[src/rtl/hazard_redirect_ctrl_pkg.sv]
// Shared pipeline definitions for the hazard/redirect controller.
package hazard_redirect_ctrl_pkg;

    localparam int REG_W = 5;
    localparam int PC_W  = 32;

    typedef enum logic [1:0] {
        RUN   = 2'd0,
        WAIT  = 2'd1,
        FLUSH = 2'd2
    } state_t;

endpackage

[src/rtl/hazard_redirect_ctrl_sat_counter.sv]
// Saturating up-counter used for the stall/flush statistics.
module sat_counter #(
    parameter int W = 16
) (
    input  logic         en,
    input  logic         clk,
    input  logic         rst_n,
    output logic [W-1:0] q
);

    // Count enabled cycles, holding at all-ones instead of wrapping.
    always_ff @(posedge clk or negedge rst_n) begin
        if (!rst_n) begin
            q <= '0;
        end else if (en && (q != '1)) begin
            q <= q + W'(1);
        end
    end

endmodule

[src/rtl/hazard_redirect_ctrl.sv]
// Pipeline hazard / redirect controller: load-use stalls, memory-wait freeze,
// redirect flush sequencing and saturating statistics.
module hazard_redirect_ctrl
    import hazard_redirect_ctrl_pkg::*;
#(
    parameter int FLUSH_CYC = 1,
    parameter int CNT_W     = 16
) (
    input  logic             clk,
    input  logic             rst_n,
    input  logic [REG_W-1:0] id_rs,
    input  logic [REG_W-1:0] id_rt,
    input  logic             id_use_rs,
    input  logic             id_use_rt,
    input  logic [REG_W-1:0] ex_rd,
    input  logic             ex_mem_read,
    input  logic             ex_redirect,
    input  logic [PC_W-1:0]  ex_target,
    input  logic             mem_busy,
    output logic             pc_en,
    output logic             pc_sel,
    output logic [PC_W-1:0]  redirect_pc,
    output logic             ifid_en,
    output logic             ifid_clr,
    output logic             idex_clr,
    output logic [CNT_W-1:0] stall_cnt,
    output logic [CNT_W-1:0] flush_cnt
);

    localparam logic [1:0] FLUSH_RELOAD = 2'(FLUSH_CYC - 1);

    state_t          state, state_next;
    logic [1:0]      fcnt, fcnt_next;
    logic            pending, pending_next;
    logic [PC_W-1:0] pend_target, pend_target_next;

    logic load_use;
    logic take_pending;
    logic run_like;
    logic apply_redirect;

    assign load_use = ex_mem_read && (ex_rd != '0) &&
                      ((id_use_rs && (id_rs == ex_rd)) ||
                       (id_use_rt && (id_rt == ex_rd)));

    // The first non-busy WAIT cycle without a latched redirect behaves as RUN.
    assign take_pending   = (state == WAIT) && pending;
    assign run_like       = (state == RUN) || ((state == WAIT) && !pending);
    assign apply_redirect = !mem_busy && (take_pending || (run_like && ex_redirect));

    // State, flush countdown and latched-redirect registers.
    always_ff @(posedge clk or negedge rst_n) begin
        if (!rst_n) begin
            state       <= RUN;
            fcnt        <= '0;
            pending     <= 1'b0;
            pend_target <= '0;
        end else begin
            state       <= state_next;
            fcnt        <= fcnt_next;
            pending     <= pending_next;
            pend_target <= pend_target_next;
        end
    end

    // Next-state: mem_busy beats redirect; redirects arriving while frozen are latched.
    always_comb begin
        state_next       = state;
        fcnt_next        = fcnt;
        pending_next     = pending;
        pend_target_next = pend_target;
        case (state)
            RUN, WAIT: begin
                if (mem_busy) begin
                    state_next = WAIT;
                    if (ex_redirect) begin
                        pending_next     = 1'b1;
                        pend_target_next = ex_target;
                    end
                end else if (apply_redirect) begin
                    pending_next = 1'b0;
                    if (FLUSH_CYC > 1) begin
                        state_next = FLUSH;
                        fcnt_next  = FLUSH_RELOAD;
                    end else begin
                        state_next = RUN;
                    end
                end else begin
                    state_next = RUN;
                end
            end
            FLUSH: begin
                if (mem_busy) begin
                    state_next = WAIT;
                end else begin
                    fcnt_next = fcnt - 2'd1;
                    if (fcnt == 2'd1) begin
                        state_next = RUN;
                    end
                end
            end
            default: state_next = RUN;
        endcase
    end

    // Pipeline control outputs for the current cycle.
    always_comb begin
        pc_en       = 1'b1;
        ifid_en     = 1'b1;
        pc_sel      = 1'b0;
        redirect_pc = '0;
        ifid_clr    = 1'b0;
        idex_clr    = 1'b0;
        if (mem_busy) begin
            pc_en   = 1'b0;
            ifid_en = 1'b0;
        end else if (state == FLUSH) begin
            ifid_clr = 1'b1;
            idex_clr = 1'b1;
        end else if (apply_redirect) begin
            pc_sel      = 1'b1;
            redirect_pc = take_pending ? pend_target : ex_target;
            ifid_clr    = 1'b1;
            idex_clr    = 1'b1;
        end else if (load_use) begin
            pc_en    = 1'b0;
            ifid_en  = 1'b0;
            idex_clr = 1'b1;
        end
    end

    sat_counter #(.W(CNT_W)) u_stall_cnt (
        .en    (!pc_en),
        .clk   (clk),
        .rst_n (rst_n),
        .q     (stall_cnt)
    );

    sat_counter #(.W(CNT_W)) u_flush_cnt (
        .en    (apply_redirect),
        .clk   (clk),
        .rst_n (rst_n),
        .q     (flush_cnt)
    );

endmodule

[config.mk]
export PLATFORM = sky130hd
export DESIGN_NAME = hazard_redirect_ctrl
export DESIGN_NICKNAME = d
export VERILOG_FILES = /design/src/rtl/hazard_redirect_ctrl_pkg.sv /design/src/rtl/hazard_redirect_ctrl_sat_counter.sv /design/src/rtl/hazard_redirect_ctrl.sv
export SDC_FILE = /design/constraint.sdc
export NUM_CORES = 1
export LEC_CHECK = 0
export BUFFER_PORTS_ARGS = -buffer_cell sky130_fd_sc_hd__clkbuf_2
export CAP_MARGIN = 40
export CELL_PAD_IN_SITES_DETAIL_PLACEMENT = 2
export CELL_PAD_IN_SITES_GLOBAL_PLACEMENT = 2
export CORE_ASPECT_RATIO = 0.7
export CORE_MARGIN = 2
export CORE_UTILIZATION = 32
export DETAILED_ROUTE_END_ITERATION = 8
export PLACE_DENSITY_LB_ADDON = 0.1
export SETUP_SLACK_MARGIN = 0.2
export SYNTH_ARGS = -nofsm -noshare
export SYNTH_HDL_FRONTEND = slang
export SYNTH_SLANG_ARGS = --single-unit
[constraint.sdc]
create_clock -name clk -period 5.7 [get_ports clk]
set_input_delay 0.855 -clock clk [delete_from_list [all_inputs] [get_ports clk]]
set_output_delay 0.855 -clock clk [all_outputs]
set_load 0.01 [all_outputs]
Word level (Yosys, flattened, before mapping)
Index checks and enable logic that the tools add are counted.

Register bits: 69. Latch bits: 0. Memory bits (writable): 0. Bits in read-only memories: 0. Bits of input ports: 54. Output and inout bits: 69. Logic and storage cells: 66. Memories kept: 0.

$add $sub $neg: 3. Multipliers: 0. Div/mod/pow operators: 0. Order comparisons: 0. Equality and inequality tests: 9. Shift-type cells: 0. Mux-type cells: 24. Bitwise gates (word level): 1. Reductions and logical operators: 23.

Operator list (count): two-way mux 32 bit (4); adder 16 x 1 -> 16 bit, second input constant (2); inequality test 16 bit, second input constant (2); two-way mux 1 bit (17); equality test 5 bit (2); logical AND 1 bit (10); AND reduction 3 bit (2); nonzero test 5 bit (1); equality test 2 x 1 -> 1 bit, second input constant (2); two-way mux 2 bit (2); one-hot mux 2 bit (2 select lines) (1); zero test 1 bit (3); logical OR 1 bit (3); inequality test 3 bit, second input constant (1); equality test 2 bit, second input constant (1); zero test 2 bit (1); inequality test 2 bit, second input constant (1); AND reduction 2 bit (1); nonzero test 2 bit (1); OR reduction 2 bit (1); subtractor 2 x 1 -> 2 bit, second input constant (1); NOT 1 bit (1).

Logic depth before layout (Yosys ltp)
Word-level depth: 11. Mapped depth: 8. Depth with buffers taken out: 7.

Cells and area by module
Synthesis repeated with hierarchy kept, for this count alone.

Cells, all modules: 348. Area, all modules: 3598.5 µm².

By module, submodules not included: hazard_redirect_ctrl (times used 1, cells each 204, area an instance 1879.3 µm², sequential area each 850.8 µm²); sat_counter (times used 2, cells each 72, area an instance 859.6 µm², sequential area each 400.4 µm²).

Worst setup path before layout
Ideal clock, no wire load.

Path type: input to output. From: input port ex_rd[1]. To: output port pc_en. Arrival time: 2103 ps. Data required time: 4845 ps. Path slack: 2742 ps. Stages on the path: 6. Buffers on the path: 2. Cell sequence: or4_1 -> o21ai_1 -> nor3_1 -> a21oi_4 -> buf_6 -> buf_4.

Cells in the longest elaborated chain, start to end: 8. Elaborated cells between the ends (all ways): 12. Those cells by class: 2 x eq/ne; 4 x mux; 6 x reduce/logical.

Ends and longest elaborated chain: start, declared (RTL line hazard_redirect_ctrl.sv:15) `input logic [REG_W-1:0] ex_rd,`; equality test 5 bit (on tied branches) (RTL line hazard_redirect_ctrl.sv:43, hazard_redirect_ctrl.sv:44); logical AND 1 bit (on tied branches) (RTL line hazard_redirect_ctrl.sv:43, hazard_redirect_ctrl.sv:44); logical OR 1 bit (RTL line hazard_redirect_ctrl.sv:43) `((id_use_rs && (id_rs == ex_rd)) ||`; logical AND 1 bit * (RTL line hazard_redirect_ctrl.sv:42) `assign load_use = ex_mem_read && (ex_rd != '0) &&`; two-way mux 1 bit * (4 in a row); end, declared (RTL line hazard_redirect_ctrl.sv:20) `output logic pc_en,`.

Every way passes the cells marked *; elsewhere a longest branch is shown, timed or not.

Final worst setup path
From: input port ex_rd[1]. To: output port ifid_en.

Cells in the longest elaborated chain, start to end: 8. Elaborated cells between the ends (all ways): 12. Those cells by class: 2 x eq/ne; 4 x mux; 6 x reduce/logical.

Ends and longest elaborated chain: equality test 5 bit (on tied branches) (RTL line hazard_redirect_ctrl.sv:43, hazard_redirect_ctrl.sv:44); logical AND 1 bit (on tied branches) (RTL line hazard_redirect_ctrl.sv:43, hazard_redirect_ctrl.sv:44); logical OR 1 bit (RTL line hazard_redirect_ctrl.sv:43); logical AND 1 bit * (RTL line hazard_redirect_ctrl.sv:42); two-way mux 1 bit * (RTL line hazard_redirect_ctrl.sv:125) `end else if (load_use) begin`; two-way mux 1 bit * (RTL line hazard_redirect_ctrl.sv:120) `end else if (apply_redirect) begin`; two-way mux 1 bit * (RTL line hazard_redirect_ctrl.sv:117) `end else if (state == FLUSH) begin`; two-way mux 1 bit * (RTL line hazard_redirect_ctrl.sv:114) `if (mem_busy) begin`; end, declared (RTL line hazard_redirect_ctrl.sv:23) `output logic ifid_en,`.

Marked as above.

==> run metrics <==
Max Fclk=about 300 MHz; Post-synth EDFFs=0; Worst path most repeated cell=clkbuf_2; multiplexer share of the synthesized area=11.9%; Buf/Inv on CP=2; reg-to-reg slack, setup=approximately 3.4 ns; Final Cycle Share=between 50% and 60%; critical path endpoint category=primary output; sequential area share after synthesis=about half; Post-Place Setup Slack=2.33 ns; total track usage=18.7%; Ant. Diodes=0; vias in the first global route=roughly 3300; final hold violation count=0; Syn Area/Cell=9.94 µm²; clock latency on the worst-skew pair=approximately 0.33 ns; power per cell area=~330 nW/µm²; worst r2r dst=u_flush_cnt.q[11]; initial antenna violation count=0; CTS H-Tree Depth=3; #FFs+latches synth=66; RSZ-0062 raised after global routing=false; remaining antenna violation count=0; Pleak=2.15 nW; Max VDD drop=0.187 mV; Clk pin slew, worst setup/hold paths=about 0.05 ns; crit-path max FO=17; Area growth syn-to-layout=30.3%; reg-to-reg startpoint=pending; HP Start=u_flush_cnt.q[11]; net count after synthesis=398; share of the synthesized area in the top cell type=between 40% and 50%; post-synthesis async set-or-reset flop share=100%; Hold WC Path Type=reg -> reg; xor/xnor share of the synthesized area=around 9%; final setup vio count=0; CP Class=in -> out; drt total wl=between 9 and 10 mm; CP Launch Type=input port; DIE WIDTH=approximately 130 µm; initial core utilization=32.8%; 1st-pass router iterations=4; Post-CTS Repair Setup Buffers=0; Yosys cell types=39; Final HPWL DP=roughly 7.4 mm; final worst path period need=approximately 3.3 ns; Worst Hold End=u_flush_cnt.q[11]; setup_tns=0 ns; Final #Nets=about 520; Ys Warns=0; row count=31; worst reg2reg path depth=8; Resized cells post-CTS=0; Synth Area in Adders=less than 1%; Slew Limit Fails=0; CTS tree=built; post-synthesis simple-gate area fraction=between 10% and 20%; clk buf depth=2; Vias/cell=4.84; Layout Utilization=roughly 43%; first-pass GRT wire length=roughly 17 mm; Synth Area in Compound Gates=under 10%; delay-heaviest family, CP=simple AND/OR/NAND/NOR gates; post-synth top area cell=dfrtp_1; Clock Skew=0.00354 ns; total power=between 1 and 1.5 mW; Mapped Area=between 3000 and 4000 µm²; CORE AREA=slightly above 10000 µm²; cells along the critical path=clkbuf_2 > or4_1 > o21ai_1 > nor3_1 > a21oi_4 > clkbuf_2; most common cell in the netlist=nand2_1; Post-Syn Instances=between 300 and 400; Critical Path AT=~2.5 ns; via count=between 2000 and 3000; hold path depth=1; top post-synthesis cells by area=dfrtp_1 (49%), mux2_2 (12%), nand2_1 (9.1%); setup ws final=about 2.4 ns; CP startpoint=ex_rd[1]; Max-slew headroom=between 60 and 70%; status=finished, final reports clean; wire length per cell=between 15 and 20 µm; CTS buffer count=9; largest net degree at the start of global routing=46; clock sink count=66; Chip Height=between 90 and 100 µm; Worst EP required=between 4 and 5 ns; CTS Hold Bufs=0; share of cells above drive strength 1=approximately 40%; DRC violation count after routing=0; slowest stage delay, CP=0.55 ns; port bufs=~120; largest family of logic cells by synthesized area=simple AND/OR/NAND/NOR gates; DIE AREA=~11000 µm²; Worst-Margin Slew=about 0.59 ns; CP max-delay cell=or4_1; routability cong.=between 0.7 and 0.8; CTS root buffer=clkbuf_16; top cells by count, synth=nand2_1 (82), dfrtp_1 (66), a21oi_1 (37); Top FF cell, synth=dfrtp_1; Remaining Overflow, GRT=0; max-cap viol count=0; DR iter-0 viols=between 50 and 60; io pins=123
## where the power goes
group | total [mW] | internal (mW) | switching, mW
combinational | 0.350 | 0.160 | 0.190
sequential | 0.640 | 0.556 | 0.0835
clock | 0.494 | 0.304 | 0.190
total | 1.48 | 1.02 | 0.464
## sequential cells by signal, summed over array words and instances, names as in the netlist
signal / cells
pend_target: 32
pending: 1
state: 1
u_flush_cnt.q: 16
u_stall_cnt.q: 16
## worst reg2reg max path: stages, from the launching register on
cell,delay (ns)
dfrtp_1,0.38
a21oi_1,0.09
or2_1,0.21
buf_4,0.25
inv_1,0.28
nand4_1,0.24
nor3b_2,0.44
nand4_1,0.18
xnor2_1,0.15
## per-stage QoR
step	hold slack [ns]	area (µm²)	cells
CTS	0.490	4430	599
finish	0.487	4430	599
detailed placement	0.479	4170	583
global placement	0.481	4110	581
global route	0.512	4430	599
floorplan	0.479	3400	342
## worst max path at each step
stage	to	depth (start not counted)
after floorplan	pc_en	6
after global routing	ifid_en	6
after CTS	ifid_en	6
after global placement	ifid_en	6
final	ifid_en	6
after detailed placement	ifid_en	6
## cells in the final DEF (no fill, tap or decap), types with 2 or more instances in the layout
cell type and instances:
nand2_1 82, nor3_2 3, buf_16 2, a21oi_1 37, clkbuf_16 9, clkinv_2 3, nor2_1 10, nor3_1 8
nand3_1 7, nand2b_1 2, dfrtp_1 66, o21ai_0 2, xor2_1 15, and3_1 4, mux2_2 35, buf_4 4
and4_1 2, inv_1 3, nand4_1 8, nor3b_2 2, clkbuf_1 3, clkbuf_2 121, xnor2_1 19, ha_1 2
## layout make-up
| type | instances | area [µm²] |
|---|---|---|
| sequential | 66 | 1650 |
| clock inverter | 3 | 15.0 |
| multi-input combinational | 254 | 1640 |
| clock buffer | 13 | 250 |
| fill | 1150 | 5930 |
| timing repair buffer | 128 | 696 |
| inverter | 3 | 11.3 |
| tap | 132 | 165 |
## cell families (layout without fill, tap and decap cells)
| logic type | Yosys count | in the layout |
|---|---|---|
| multiplexers | 36 | 36 |
| XOR/XNOR | 34 | 34 |
| AO/OA/AOI/OAI | 44 | 44 |
| flip-flops | 66 | 66 |
| adder cells (fa/ha/maj) | 2 | 2 |
| AND/OR/NAND/NOR | 138 | 138 |
| buffers and inverters | 22 | 147 |
## metal layers
layer | part of all wire [%] | track usage [%] | up-vias
li1 | - | - | 1394
met1 | 46 | 24.3 | 1433
met2 | 49 | 31.4 | 66
met3 | 4.7 | 5.51 | 8
met4 | 0.73 | 3.30 | 0
met5 | 0 | 0 | -
(Power assumes the default switching activity.)
